`src/rtl/switch_in_port.sv`:
```
// Synchronizes and debounces two slide-switch groups into stable input-port values with a sticky change flag.
// Define SWITCH_IN_PORT_LATCH_EN to load the ports only on a debounced key press (key_raw, active-low).
module switch_in_port #(
    parameter int unsigned WIDTH           = 5,
    parameter int unsigned DEBOUNCE_CYCLES = 500000
) (
    input  logic             mem_clk,
    input  logic             resetn,
    input  logic [WIDTH-1:0] sw_raw0,
    input  logic [WIDTH-1:0] sw_raw1,
    input  logic             key_raw,
    input  logic             ack,
    output logic [WIDTH-1:0] in_port0,
    output logic [WIDTH-1:0] in_port1,
    output logic             changed
);

    localparam int unsigned      CNT_W    = (DEBOUNCE_CYCLES > 1) ? $clog2(DEBOUNCE_CYCLES) : 1;
    localparam logic [CNT_W-1:0] CNT_LAST = CNT_W'(DEBOUNCE_CYCLES - 1);

    logic [1:0][WIDTH-1:0] sw_s1;
    logic [1:0][WIDTH-1:0] sw_s2;
    logic [1:0][WIDTH-1:0] sw_last;
    logic [1:0][WIDTH-1:0] sw_stable;
    logic [1:0][WIDTH-1:0] sw_stable_nxt;
    logic [1:0][CNT_W-1:0] sw_cnt;
    logic [1:0][CNT_W-1:0] sw_cnt_nxt;
    logic                  set_evt;
    logic                  changed_nxt;

    // Whole-vector debounce: any sample disagreeing with the previous one restarts the count
    always_comb begin
        for (int i = 0; i < 2; i++) begin
            sw_stable_nxt[i] = sw_stable[i];
            sw_cnt_nxt[i]    = sw_cnt[i];
            if ((sw_s2[i] == sw_stable[i]) || (sw_s2[i] != sw_last[i])) begin
                sw_cnt_nxt[i] = '0;
            end else if (sw_cnt[i] == CNT_LAST) begin
                sw_stable_nxt[i] = sw_s2[i];
                sw_cnt_nxt[i]    = '0;
            end else begin
                sw_cnt_nxt[i] = sw_cnt[i] + CNT_W'(1);
            end
        end
    end

    // A set event on the same edge as ack keeps the flag high
    always_comb begin
        changed_nxt = changed;
        if (set_evt) begin
            changed_nxt = 1'b1;
        end else if (ack) begin
            changed_nxt = 1'b0;
        end
    end

    always_ff @(posedge mem_clk or negedge resetn) begin
        if (!resetn) begin
            sw_s1     <= '0;
            sw_s2     <= '0;
            sw_last   <= '0;
            sw_stable <= '0;
            sw_cnt    <= '0;
            changed   <= 1'b0;
        end else begin
            sw_s1     <= {sw_raw1, sw_raw0};
            sw_s2     <= sw_s1;
            sw_last   <= sw_s2;
            sw_stable <= sw_stable_nxt;
            sw_cnt    <= sw_cnt_nxt;
            changed   <= changed_nxt;
        end
    end

`ifdef SWITCH_IN_PORT_LATCH_EN
    logic             key_s1;
    logic             key_s2;
    logic             key_last;
    logic             key_stable;
    logic             key_stable_nxt;
    logic             key_press;
    logic [CNT_W-1:0] key_cnt;
    logic [CNT_W-1:0] key_cnt_nxt;
    logic [WIDTH-1:0] port0_q;
    logic [WIDTH-1:0] port1_q;
    logic [WIDTH-1:0] port0_nxt;
    logic [WIDTH-1:0] port1_nxt;

    // Key debounce plus port load on a debounced press (stable key going 1 -> 0)
    always_comb begin
        key_stable_nxt = key_stable;
        key_cnt_nxt    = key_cnt;
        key_press      = 1'b0;
        port0_nxt      = port0_q;
        port1_nxt      = port1_q;
        set_evt        = 1'b0;
        if ((key_s2 == key_stable) || (key_s2 != key_last)) begin
            key_cnt_nxt = '0;
        end else if (key_cnt == CNT_LAST) begin
            key_stable_nxt = key_s2;
            key_cnt_nxt    = '0;
            key_press      = !key_s2;
        end else begin
            key_cnt_nxt = key_cnt + CNT_W'(1);
        end
        if (key_press) begin
            port0_nxt = sw_stable[0];
            port1_nxt = sw_stable[1];
            set_evt   = (sw_stable[0] != port0_q) || (sw_stable[1] != port1_q);
        end
    end

    always_ff @(posedge mem_clk or negedge resetn) begin
        if (!resetn) begin
            key_s1     <= 1'b1;
            key_s2     <= 1'b1;
            key_last   <= 1'b1;
            key_stable <= 1'b1;
            key_cnt    <= '0;
            port0_q    <= '0;
            port1_q    <= '0;
        end else begin
            key_s1     <= key_raw;
            key_s2     <= key_s1;
            key_last   <= key_s2;
            key_stable <= key_stable_nxt;
            key_cnt    <= key_cnt_nxt;
            port0_q    <= port0_nxt;
            port1_q    <= port1_nxt;
        end
    end

    assign in_port0 = port0_q;
    assign in_port1 = port1_q;
`else
    logic unused_key;
    assign unused_key = key_raw;

    // Ports follow the debounced registers directly
    assign set_evt  = (sw_stable_nxt != sw_stable);
    assign in_port0 = sw_stable[0];
    assign in_port1 = sw_stable[1];
`endif

endmodule

```
`config.mk`:
```
export PLATFORM = sky130hd
export DESIGN_NAME = switch_in_port
export DESIGN_NICKNAME = d
export VERILOG_FILES = /design/src/rtl/switch_in_port.sv
export SDC_FILE = /design/constraint.sdc
export NUM_CORES = 1
export LEC_CHECK = 0
export BUFFER_PORTS_ARGS = -buffer_cell sky130_fd_sc_hd__buf_2
export CAP_MARGIN = 20
export CORE_AREA = 3 3 90 84
export CTS_BUF_LIST = sky130_fd_sc_hd__clkbuf_2 sky130_fd_sc_hd__clkbuf_4 sky130_fd_sc_hd__clkbuf_8
export DETAILED_ROUTE_END_ITERATION = 10
export DIE_AREA = 0 0 93 87
export GPL_TIMING_DRIVEN = 0
export PLACE_DENSITY = 0.67
export SYNTH_ARGS = -nofsm -noshare
export SYNTH_HDL_FRONTEND = slang
export SYNTH_SLANG_ARGS = --single-unit
```
`constraint.sdc`:
```
create_clock -name mem_clk -period 4.94 [get_ports mem_clk]
set_input_delay 0.247 -clock mem_clk [delete_from_list [all_inputs] [get_ports mem_clk]]
set_output_delay 0.247 -clock mem_clk [all_outputs]
set_load 0.01 [all_outputs]
```
**Word-level counts from Yosys, hierarchy flattened**

Index checks and enable logic that the tools add are counted.
W data, S select, Z words.

- Bits in latches: 0
- Input bits: 14
- Register bits: 79
- Output and inout bits: 11
- Memory bits (read-only): 0
- RAM bits: 0
- Logic and storage cells: 33
- Memories kept: 0

- Eq/ne operators: 7
- Reductions and logical operators: 3
- Shifts and indexed selects: 0
- Mux-type cells: 10
- Div/mod/pow operators: 0
- Magnitude comparators: 0
- Multiply operators: 0
- Add/subtract/negate cells: 2
- Bitwise operators: 0

Operators with widths:

| operator | number |
|---|---|
| $mux W19 | 4 |
| $add A19 B1 Y19 const B | 2 |
| $eq A19 B19 Y1 const B | 2 |
| $mux W5 | 4 |
| $eq A5 B5 Y1 | 2 |
| $ne A10 B10 Y1 | 1 |
| $ne A5 B5 Y1 | 2 |
| $logic_or A1 B1 Y1 | 2 |
| $mux W1 | 2 |
| $reduce_bool A2 Y1 | 1 |

**Longest topological paths before layout**

Gate-level depths: netlist of run 1.

- Word-level depth: 5
- Mapped depth: 7
- Depth with buffers taken out: 6

**Worst setup path before layout of run 1**

No wires, ideal clock.

- Kind: register to register
- From: reg sw_cnt[7] (netlist bit)
- To: reg sw_stable, in the netlist in_port0[0]
- Buffers on the path: 1
- Data arrival time: 1.579 ns
- Setup slack: 3.236 ns
- Clock period less this slack: 1.704 ns
- Setup time: 0.125 ns
- Cell stages (with the launch flop): 7
- Required time: 4.815 ns
- Path through: dfrtp_1 > nor4_1 > nand4_1 > nor4_2 > nand2b_1 > buf_6 > mux2_4

RTL lines:

| item | line | source |
|---|---|---|
| from (decl) | 26 | `logic [1:0][CNT_W-1:0] sw_cnt;` |
| from (signal assigned) | 70 | `sw_cnt <= sw_cnt_nxt;` |
| to (signal assigned) | 69 | `sw_stable <= sw_stable_nxt;` |
| to (decl) | 24 | `logic [1:0][WIDTH-1:0] sw_stable;` |

==> impl_summary.log, run 1 <==
INFO  metric status = finished, final reports clean
INFO  metric netlist_instances = between 200 and 300
INFO  metric htreeDepth = 3
INFO  metric ant_nets = 0
INFO  metric routed_wirelength = around 5400 µm
INFO  metric avgSynthCellArea = 12.0 µm²
INFO  metric clock-sinks = 79
INFO  metric layout-area-overhead-vs-synth = 17.2%
INFO  metric synthDistinctLibCells = 23
INFO  metric floorplan.die_area = 0.00809 mm²
INFO  metric io_pins = 25
INFO  metric cp_data_arrival_time = approximately 2.2 ns
INFO  metric fin_hold_ws = slightly below 0.2 ns
INFO  metric reg2reg_depth = 6
INFO  metric postSynthRegisterBits = 79
INFO  metric clock_path_buffers = 2
INFO  metric die_extent_in_y = 87 µm
INFO  metric layoutNonFillerInstCount = 416
INFO  metric initial_utilization = 0.500
INFO  metric seq_area_frac_synth = 0.600
INFO  metric path_delay_family = simple AND/OR/NAND/NOR gates
INFO  metric detailedRoute.firstPassIterationCount = 4
INFO  metric clk_latency_worst_skew_pair = ~0.36 ns
INFO  metric drc_errors = 0
INFO  metric place_congestion = ~0.75
INFO  metric clock_tree_from_tritoncts = done
INFO  metric criticalPathCategory = flop to flop
INFO  metric area_fraction_of_the_dominant_cell_type_after_synthesis = 0.600
INFO  metric antenna_cells = 0
INFO  metric cell_count_post_placement = 389
INFO  metric numCtsBuffers = 9
INFO  metric worstReg2RegEnd = in_port1[3]$_DFF_PN0_
INFO  metric worst_r2r_startpoint = sw_cnt[26]$_DFF_PN0_
INFO  metric fin_skew = about 0.0098 ns
INFO  metric number_of_max_slew_violations_in_the_final_report = 0
INFO  metric gr-usage-all-layers = 0.154
INFO  metric holdPathEnd = changed$_DFFE_PN0P_
INFO  metric grt_overflow = 0
INFO  metric worst-path-max-fanout = 6
INFO  metric final_hold_viol_count = 0
INFO  metric maximum_number_of_pins_on_one_net_before_global_route_repair = 45
INFO  metric final_nets = ~340
INFO  metric post_synth_main_area_contributors = dfrtp_1 60%, xnor2_1 8.5%, xor2_1 5.8%, nor2_1 5.5%, mux2_4 4.6%
INFO  metric hp-class = primary input to flop
INFO  metric grt_pass1_vias = around 2,100
INFO  metric detailedPlacementHpwl = ~3500 µm
INFO  metric hold_depth = 3
INFO  metric place.port_buffers = 23
INFO  metric drive_gt1_frac = 0.193
INFO  metric clock_pin_slew_reported_for_the_worst_setup_and_hold_paths_after_clock_tree_synthesis = 0.09 ns
INFO  metric syn-cell-area = 0.00329 mm²
INFO  metric power_density = 312 mW/mm²
INFO  metric post_drt_via_cell_ratio = around 4.8
INFO  metric cell_at_the_root_of_the_clock_tree = clkbuf_8
INFO  metric antenna_violations_before_repair = 0
INFO  metric rsz0062_at_grt = false
INFO  metric synth.yosys.warnings = 0
INFO  metric tightest_pin_transition = approximately 0.47 ns
INFO  metric critPathRequiredTime = 5.19 ns
INFO  metric worstSetupEndpointType = flop
INFO  metric worstPathBufferInverterCount = 1
INFO  metric worstHoldStart = ack
INFO  metric totalNegativeSetupSlack = 0 ns
INFO  metric synth_top_cell_by_area = dfrtp_1
INFO  metric leakage = 1.66 nW
INFO  metric drt-initial-drc-count = 76
INFO  metric wire_per_inst = around 13 µm
INFO  metric crit_path_cell_trace = nor4_1, nand4_1, nor4_2, nand2b_1, buf_6, mux2_4
INFO  metric grt_first_pass_wirelength = 9760 µm
INFO  metric timing.max_slew.rel_slack = 0.689
INFO  metric total_power = 1.20 mW
INFO  metric post-cts-setup-buffers = 0
INFO  metric multiInputGateArea = around 0.0012 mm²
INFO  metric vias = 2,003
INFO  metric cpMaxStageDelayCell = dfrtp_1
INFO  metric post-route-period-util = 0.388
INFO  metric place_worst_setup_slack = 3.03 ns
INFO  metric syn_nets = 291
INFO  metric final.min_clock_period = ~1.9 ns
INFO  metric max_cap_violations = 0
INFO  metric r2r_slack = 3.02 ns
INFO  metric core-area = 0.00659 mm²
INFO  metric seq_area = 0.00198 mm²
INFO  metric die_width = 93 µm
INFO  metric fillCellCount = 544
INFO  metric setup_violations = 0
INFO  metric floorplan.rows = 28
INFO  metric start_kind = flop
INFO  metric fmaxAchievable = 522 MHz
INFO  metric final.setup.worst_slack = 3.02 ns
INFO  metric critical_path.max_stage_delay = roughly 0.44 ns
INFO  metric max-vdd-ir-drop = 0.129 mV
==> kinds of logic (layout without fill, tap and decap cells) <==
| family | Yosys count | after routing | share of synthesized area |
|---|---|---|---|
| AND/OR/NAND/NOR | 116 | 116 | 0.173 |
| buffers and inverters | 12 | 63 | 0.0251 |
| flip-flops | 79 | 79 | 0.600 |
| AO/OA/AOI/OAI | 2 | 2 | 0.00532 |
| multiplexers | 10 | 10 | 0.0456 |
| XOR/XNOR | 54 | 54 | 0.144 |
| adder cells (fa/ha/maj) | 2 | 2 | 0.00759 |
==> Yosys cell counts, drive strengths merged <==
library cell / count
and3: 6
nor2: 48
buf: 6
ha: 2
or2: 4
xnor2: 32
inv: 6
nand2: 8
or3: 4
nand2b: 3
nand4: 4
o2111ai: 2
nor4: 4
nor3: 10
xor2: 22
dfrtp: 79
nand3: 23
mux2: 10
nand4bb: 2
==> layer usage <==
layer | track usage | up-vias | routed length, µm
li1 | - | 1000 | -
met3 | 0.0588 | 8 | 236
met4 | 0.0519 | 0 | 71
met5 | 0 | - | 0
met2 | 0.235 | 31 | 2450
met1 | 0.204 | 964 | 2620
==> worst min-delay path, stage by stage <==
cell	delay (ns)
buf_2	0.07
nand2b_1	0.10
nand3_1	0.08
==> timing repair <==
item                      in CTS  in global routing
hold buffers                  10                  1
hold endpoints to repair      44                  1
resized for setup              0                  0
==> final cells by class <==
cell class	count	area share
Sequential cell	79	0.512
Inverter	6	0.00583
Clock inverter	6	0.0178
Clock buffer	10	0.0356
Timing Repair Buffer	35	0.0642
Tap cell	90	0.0292
Buffer	6	0.0156
Multi-Input combinational cell	184	0.320
==> placed cells by master (no fill, tap or decap), drive strengths merged, types with 4 or more instances in the layout <==
master / Yosys / final
dfrtp: 79 / 79
nor2: 48 / 48
xnor2: 32 / 32
buf: 6 / 30
nand3: 23 / 23
xor2: 22 / 22
dlygate4sd3: 0 / 11
nor3: 10 / 10
mux2: 10 / 10
clkbuf: 0 / 10
nand2: 8 / 8
inv: 6 / 7
and3: 6 / 6
nand4: 4 / 4
or3: 4 / 4
or2: 4 / 4
nor4: 4 / 4
==> how the worst max path moves through the flow <==
stage,start,endpoint,slack [ns],depth (start not counted)
after global routing,sw_cnt[7]$_DFF_PN0_,sw_cnt[13]$_DFF_PN0_,2.83,7
after floorplan,sw_cnt[7]$_DFF_PN0_,in_port0[0]$_DFF_PN0_,3.24,6
final,sw_cnt[26]$_DFF_PN0_,in_port1[3]$_DFF_PN0_,3.02,6
after detailed placement,sw_cnt[26]$_DFF_PN0_,in_port1[3]$_DFF_PN0_,3.03,6
after global placement,sw_cnt[26]$_DFF_PN0_,in_port1[2]$_DFF_PN0_,3.08,6
after CTS,sw_cnt[26]$_DFF_PN0_,in_port1[3]$_DFF_PN0_,3.01,6
==> registers in the layout, indices dropped and copies added, names as in the netlist <==
| name | count |
|---|---|
| sw_cnt | 38 |
| sw_last | 10 |
| sw_s1 | 10 |
| sw_s2 | 10 |
| in_port0 | 5 |
| in_port1 | 5 |
| changed | 1 |
==> through the flow <==
step | instance area (µm²) | utilization
2_1_floorplan | 3290 | -
3_3_place_gp | 3520 | 0.535
3_5_place_dp | 3540 | 0.538
4_1_cts | 3850 | 0.585
5_1_grt | 3860 | 0.586
6_report | 3860 | 0.586
==> where the power goes <==
part | leakage, nW | internal, mW | switching [mW]
Clock | 0.103 | 0.250 | 0.242
Combinational | 0.520 | 0.0210 | 0.0223
Sequential | 1.03 | 0.659 | 0.00919
Total | 1.66 | 0.930 | 0.274
Power figures use the tool's default switching activity.
==> inputs of run 2 (changes only) <==
==> config.mk (replaced) <==
export PLATFORM = sky130hd
export DESIGN_NAME = switch_in_port
export DESIGN_NICKNAME = d
export VERILOG_FILES = /design/src/rtl/switch_in_port.sv
export SDC_FILE = /design/constraint.sdc
export NUM_CORES = 1
export LEC_CHECK = 0
export ABC_AREA = 1
export BUFFER_PORTS_ARGS = -buffer_cell sky130_fd_sc_hd__buf_2
export CAP_MARGIN = 20
export CORE_AREA = 3 3 97 90
export CTS_BUF_LIST = sky130_fd_sc_hd__clkbuf_2 sky130_fd_sc_hd__clkbuf_4 sky130_fd_sc_hd__clkbuf_8
export DETAILED_ROUTE_END_ITERATION = 10
export DIE_AREA = 0 0 100 93
export GPL_TIMING_DRIVEN = 0
export PLACE_DENSITY = 0.66
export SYNTH_ARGS = -nofsm -noshare
export SYNTH_HDL_FRONTEND = slang
export SYNTH_SLANG_ARGS = --single-unit
==> constraint.sdc (replaced) <==
create_clock -name mem_clk -period 2 [get_ports mem_clk]
set_input_delay 0.1 -clock mem_clk [delete_from_list [all_inputs] [get_ports mem_clk]]
set_output_delay 0.1 -clock mem_clk [all_outputs]
set_load 0.01 [all_outputs]
==> impl_summary.log, run 2 <==
INFO  metric status = finished, final reports clean
INFO  metric vias = 3,151
INFO  metric yosys-top-cells-count = 148 x nand2_1, 91 x nor2_1, 79 x dfrtp_1, 61 x inv_1, 25 x nand3_1
INFO  metric final_hold_viol_count = 0
INFO  metric worstSetupEndpointType = flop
INFO  metric seq_area_frac_synth = 0.513
INFO  metric clk_latency_worst_skew_pair = 0.35 ns
INFO  metric critical_path.max_stage_delay = about 0.38 ns
INFO  metric syn_nets = 506
INFO  metric detailedRoute.firstPassIterationCount = 5
INFO  metric routed-wl-met2 = approximately 3500 µm
INFO  metric layout_common_cells = 148 x nand2_1, 91 x nor2_1, 79 x dfrtp_1
INFO  metric tightest_pin_transition = 0.478 ns
INFO  metric path_delay_family = simple AND/OR/NAND/NOR gates
INFO  metric start_kind = flop
INFO  metric max_cap_violations = 0
INFO  metric fillCellCount = 719
INFO  metric hp-class = primary input to flop
INFO  metric post_drt_via_cell_ratio = ~4.9
INFO  metric cell_with_the_most_instances_after_synthesis = nand2_1
INFO  metric synth_top_cell_by_area = dfrtp_1
INFO  metric clock_path_buffers = 2
INFO  metric final_nets = 552
INFO  metric floorplan.rows = 31
INFO  metric worstPathBufferInverterCount = 0
INFO  metric post-route-period-util = 0.898
INFO  metric core-area = 0.00787 mm²
INFO  metric hold_depth = 4
INFO  metric criticalPathCategory = flop to flop
INFO  metric routed_wirelength = 7580 µm
INFO  metric leakage = 2.05 nW
INFO  metric fin_skew = a little over 0.01 ns
INFO  metric highest_layer = met4
INFO  metric drt-initial-drc-count = between 150 and 200
INFO  metric max-vdd-ir-drop = 0.310 mV
INFO  metric synth-edff-count = 0
INFO  metric netlist_instances = 490
INFO  metric die_extent_in_y = approximately 93 µm
INFO  metric maximum_number_of_pins_on_one_net_before_global_route_repair = 55
INFO  metric floorplan.die_area = 0.00930 mm²
INFO  metric numCtsBuffers = 9
INFO  metric postSynthRegisterBits = between 70 and 80
INFO  metric detailedPlacementHpwl = approximately 5400 µm
INFO  metric cp_data_arrival_time = 2.04 ns
INFO  metric layout-area-overhead-vs-synth = 16.3%
INFO  metric grt_overflow = 0
INFO  metric io_pins = 25
INFO  metric clock_pin_slew_reported_for_the_worst_setup_and_hold_paths_after_clock_tree_synthesis = 0.08 ns
INFO  metric synth_flop_cell = dfrtp_1
INFO  metric clock-sinks = 79
INFO  metric die_width = about 100 µm
INFO  metric clock_tree_from_tritoncts = done
INFO  metric async_s_r_ff_share_synth = 1.00
INFO  metric gr-usage-all-layers = 0.179
INFO  metric reg2reg_depth = 8
INFO  metric critPathRequiredTime = 2.25 ns
INFO  metric grt_first_pass_wirelength = 13,400 µm
INFO  metric power_density = 723 mW/mm²
INFO  metric syn-cell-area = 0.00385 mm²
INFO  metric place.port_buffers = 23
INFO  metric avgSynthCellArea = 7.86 µm²
INFO  metric rsz0062_at_grt = false
INFO  metric cell_at_the_root_of_the_clock_tree = clkbuf_8
INFO  metric post_synth_main_area_contributors = dfrtp_1 51%, nand2_1 14%, nor2_1 8.9%, inv_1 5.9%, nand4_1 3.4%
INFO  metric fin_hold_ws = 0.0150 ns
INFO  metric antenna_violations_before_repair = 0
INFO  metric totalNegativeSetupSlack = 0 ns
INFO  metric top_reg_by_flops = sw_cnt
INFO  metric wire_per_inst = between 10 and 15 µm
INFO  metric worst-path-max-fanout = 7
INFO  metric crit_path_cell_trace = ha_1, nand2_2, nor2_4, nand2_2, nor3_4, nand3_4, nand2_1, nand2_1
INFO  metric antenna_cells = 0
INFO  metric ant_nets = 0
INFO  metric final.min_clock_period = 1.80 ns
INFO  metric initial_utilization = 0.489
INFO  metric drc_errors = 0
INFO  metric place_congestion = 0.925
INFO  metric grt_pass1_vias = about 2,900
INFO  metric timing.critical_path.depth = 8
INFO  metric route.layer.met1.wl = 3670 µm
INFO  metric drive_gt1_frac = 0.109
INFO  metric area_fraction_of_the_dominant_cell_type_after_synthesis = 0.513
INFO  metric setup_violations = 0
INFO  metric final_common_cell = nand2_1
INFO  metric cts-resized-gates = 0
INFO  metric wl_met3 = 354 µm
INFO  metric htreeDepth = 3
INFO  metric synth.yosys.warnings = 0
INFO  metric timing.max_slew.rel_slack = 0.679
INFO  metric cpMaxStageDelayCell = dfrtp_1
INFO  metric largest_register_ff_count = 38
INFO  metric fmaxAchievable = between 500 and 600 MHz
INFO  metric number_of_max_slew_violations_in_the_final_report = 0
INFO  metric synthDistinctLibCells = 24
==> run 2: changes by cell type in the layout (fill, tap and decap cells not counted), sizes merged, moves of 5 or more <==
cell and delta:
and3 -6, inv +56, mux2 -10, nand2 +145, nand4 +17, nor2 +48, nor3 +5, o21bai +5
xnor2 -28, xor2 -8
==> run 2: logic make-up (layout without fill, tap and decap cells) <==
| logic type | count (synthesis) | after routing | share of synthesized area |
|---|---|---|---|
| flip-flops | 79 | 79 | 0.513 |
| AND/OR/NAND/NOR | 314 | 314 | 0.356 |
| XOR/XNOR | 18 | 18 | 0.0409 |
| buffers and inverters | 66 | 117 | 0.0662 |
| AO/OA/AOI/OAI | 11 | 11 | 0.0175 |
| adder cells (fa/ha/maj) | 2 | 2 | 0.00649 |
==> run 2: power by group <==
part | internal [mW] | switching [mW]
Clock | 0.880 | 0.578
Sequential | 1.63 | 0.0224
Combinational | 0.0513 | 0.0823
Total | 2.56 | 0.683
==> run 2: final timing paths <==
kind                                       from  slack, ns                     to
max in group asynchronous                resetn       1.24   sw_cnt[28]$_DFF_PN0_
hold / removal                              ack       0.01    changed$_DFFE_PN0P_
setup / recovery           sw_cnt[19]$_DFF_PN0_       0.20  in_port1[2]$_DFF_PN0_
hold reg to reg              sw_s1[0]$_DFF_PN0_       0.35     sw_s2[0]$_DFF_PN0_
setup reg to reg           sw_cnt[19]$_DFF_PN0_       0.20  in_port1[2]$_DFF_PN0_
min in group asynchronous                resetn       0.19  in_port1[2]$_DFF_PN0_
==> run 2: per-stage QoR <==
| stage | setup slack [ns] | instance area [µm²] | total power [mW] | util | cells |
|---|---|---|---|---|---|
| 2_1_floorplan | 0.458 | 3850 | 1.73 | - | 490 |
| 3_3_place_gp | 0.201 | 4090 | 1.79 | 0.520 | 612 |
| 3_5_place_dp | 0.151 | 4120 | 1.80 | 0.524 | 613 |
| 4_1_cts | 0.119 | 4480 | 3.28 | 0.569 | 640 |
| 5_1_grt | 0.0128 | 4480 | 3.38 | 0.569 | 640 |
| 6_report | 0.203 | 4480 | 3.24 | 0.569 | 640 |
==> run 2: worst reg2reg max path: stages, from the launching register on <==
cell and delay (ns):
dfrtp_1 0.38, ha_1 0.32, nand2_2 0.12, nor2_4 0.10, nand2_2 0.08, nor3_4 0.36, nand3_4 0.18, nand2_1 0.11
nand2_1 0.05
==> run 2: final cells by class <==
type                    instances  area (µm²)  area share
flip-flops and latches         79        1980       0.441
multi-input cells             345        1620       0.362
repair buffers                 35         255      0.0570
inverters                      62         233      0.0519
clock buffers                  11         145      0.0324
well taps                      99         124      0.0276
clock inverters                 5         104      0.0232
plain buffers                   4        22.5     0.00503
==> run 2: timing repair <==
item / in CTS / in global routing
hold endpoints to repair: 35 / 0
hold buffers: 11 / 0
buffers inserted: 0 / 0
endpoints found under the setup margin: 0 / 12
==> run 2: routing by layer <==
metal,track usage,vias to the layer above
met5,0,-
met3,0.0365,11
li1,-,1615
met2,0.273,77
met4,0.0752,0
met1,0.251,1448
==> inputs of run 3 (changes only) <==
--- a/config.mk
+++ b/config.mk
@@ -14,6 +14,7 @@
 export DIE_AREA = 0 0 100 93
 export GPL_TIMING_DRIVEN = 0
 export PLACE_DENSITY = 0.66
+export RECOVER_POWER = 50
 export SYNTH_ARGS = -nofsm -noshare
 export SYNTH_HDL_FRONTEND = slang
 export SYNTH_SLANG_ARGS = --single-unit
==> constraint.sdc (replaced) <==
create_clock -name mem_clk -period 2 [get_ports mem_clk]
set_input_delay 0.1 -clock mem_clk [delete_from_list [all_inputs] [get_ports mem_clk]]
set_output_delay 0.1 -clock mem_clk [all_outputs]
set_load 0.1 [all_outputs]
==> impl_summary.log, run 3 (synthesized netlist as in run 2, its figures left out) <==
INFO  metric total_power = 3.24 mW
INFO  metric worstSetupEndpointType = flop
INFO  metric worstHoldStart = ack
INFO  metric maximum_number_of_pins_on_one_net_before_global_route_repair = between 50 and 60
INFO  metric htreeDepth = 3
INFO  metric routed_wirelength = 7580 µm
INFO  metric clock-sinks = 79
INFO  metric drt-initial-drc-count = 171
INFO  metric worst_r2r_startpoint = sw_cnt[19]$_DFF_PN0_
INFO  metric final_hold_viol_count = 0
INFO  metric core-area = 0.00787 mm²
INFO  metric place.port_buffers = 23
INFO  metric totalNegativeSetupSlack = 0 ns
INFO  metric max_cap_violations = 0
INFO  metric antenna_violations_before_repair = 0
INFO  metric wire_per_inst = 11.8 µm
INFO  metric fmaxAchievable = 557 MHz
INFO  metric rsz0062_at_grt = false
INFO  metric post-route-period-util = 0.898
INFO  metric max-vdd-ir-drop = 0.310 mV
INFO  metric critical_path.startpoint = sw_cnt[19]$_DFF_PN0_
INFO  metric seqPwrFrac = 0.509
INFO  metric number_of_max_slew_violations_in_the_final_report = 0
INFO  metric clock_tree_from_tritoncts = done
INFO  metric layout_common_cells = 148 x nand2_1, 91 x nor2_1, 79 x dfrtp_1
INFO  metric intPower = 2.56 mW
INFO  metric initial_utilization = 0.489
INFO  metric cp_data_arrival_time = 2.04 ns
INFO  metric floorplan.die_area = 0.00930 mm²
INFO  metric grt_overflow = 0
INFO  metric timing.max_slew.rel_slack = 0.0153
INFO  metric ant_nets = 0
INFO  metric power.switching = 0.683 mW
INFO  metric grt_first_pass_wirelength = 13,400 µm
INFO  metric post_drt_via_cell_ratio = 4.92
INFO  metric final_nets = 552
INFO  metric clock_pin_slew_reported_for_the_worst_setup_and_hold_paths_after_clock_tree_synthesis = 0.08 ns
INFO  metric top_reg_by_flops = sw_cnt
INFO  metric drc_errors = 0
INFO  metric largest_register_ff_count = 38
INFO  metric power_density = 724 mW/mm²
INFO  metric gr-usage-all-layers = 0.179
INFO  metric fin_skew = 0.0102 ns
INFO  metric status = finished, final reports clean
INFO  metric hold_depth = 4
INFO  metric floorplan.rows = 31
INFO  metric p_clk_frac = 0.450
INFO  metric criticalPathCategory = flop to flop
INFO  metric setup_violations = 0
INFO  metric grt_pass1_vias = between 2,000 and 3,000
INFO  metric drive_gt1_frac = 0.105
INFO  metric tightest_pin_transition = 1.48 ns
INFO  metric cell_at_the_root_of_the_clock_tree = clkbuf_8
INFO  metric hp-class = primary input to flop
INFO  metric detailedPlacementHpwl = ~5400 µm
INFO  metric cts-resized-gates = 0
INFO  metric clock_path_buffers = 2
INFO  metric start_kind = flop
INFO  metric final.min_clock_period = ~1.8 ns
INFO  metric clk_latency_worst_skew_pair = 0.35 ns
INFO  metric vias = approximately 3,200
INFO  metric layout-area-overhead-vs-synth = 16.2%
INFO  metric critPathRequiredTime = 2.25 ns
INFO  metric die_width = 100 µm
INFO  metric antenna_cells = 0
INFO  metric switching_share = 0.211
INFO  metric place_congestion = 0.925
INFO  metric io_pins = 25
INFO  metric detailedRoute.firstPassIterationCount = 5
INFO  metric final_common_cell = nand2_1
INFO  metric worst-path-max-fanout = 7
INFO  metric leakage = about 2.0 nW
INFO  metric numCtsBuffers = 9
INFO  metric combPwrFrac = 0.041
INFO  metric die_extent_in_y = 93 µm
INFO  metric fillCellCount = just over 700
INFO  metric reg2reg_depth = 8
-- run 3: cell type report --
| type | count | area (µm²) | area share |
|---|---|---|---|
| clock buffers | 11 | 145 | 0.0324 |
| inverters | 62 | 233 | 0.0520 |
| flip-flops and latches | 79 | 1980 | 0.442 |
| clock inverters | 5 | 104 | 0.0232 |
| well taps | 99 | 124 | 0.0277 |
| multi-input cells | 345 | 1620 | 0.362 |
| plain buffers | 4 | 22.5 | 0.00503 |
| repair buffers | 35 | 250 | 0.0559 |
-- run 3: final timing paths --
path / endpoint / slack (ns)
worst max register to register: in_port1[2]$_DFF_PN0_ / 0.20
worst min-delay path: changed$_DFFE_PN0P_ / 0.01
min in group asynchronous: in_port1[2]$_DFF_PN0_ / 0.62
worst min register to register: sw_s2[0]$_DFF_PN0_ / 0.35
worst max-delay path: in_port1[2]$_DFF_PN0_ / 0.20
max in group asynchronous: sw_cnt[28]$_DFF_PN0_ / 0.46
-- run 3: power by group through the flow --
stage	clock network, mW	registers, mW	logic (mW)
finish	1.46	1.65	0.133
global route	1.57	1.66	0.155
CTS	1.49	1.65	0.137
floorplan	0	1.68	0.0570
detailed placement	0	1.68	0.121
global placement	0	1.68	0.111
-- run 3: worst max-delay path, cell delays in order (launching register included) --
cell and delay [ns]:
dfrtp_1 0.38, ha_1 0.32, nand2_2 0.12, nor2_4 0.10, nand2_2 0.08, nor3_4 0.36
nand3_4 0.18, nand2_1 0.11, nand2_1 0.05
-- run 3: timing repair --
item,CTS,global route
buffers inserted,0,0
endpoints found under the hold margin,35,0
hold buffers,11,0
endpoints found under the setup margin,0,12
-- run 3: routing by layer --
metal,vias up,GRT usage,part of all wire
met2,77,0.273,0.46
met5,-,0,0
li1,1615,-,-
met4,0,0.0752,0.014
met1,1448,0.251,0.48
met3,11,0.0365,0.047
-- run 3: through the flow --
step | instance area (µm²) | util | setup WS (ns) | instances | hold slack, ns
2_1_floorplan | 3850 | - | 0.0802 | 490 | -0.196
3_3_place_gp | 4090 | 0.520 | 0.201 | 612 | 0.207
3_5_place_dp | 4120 | 0.524 | 0.151 | 613 | 0.0361
4_1_cts | 4480 | 0.569 | 0.119 | 640 | 0.00400
5_1_grt | 4480 | 0.569 | 0.0128 | 640 | 0.0192
6_report | 4480 | 0.569 | 0.203 | 640 | 0.0150
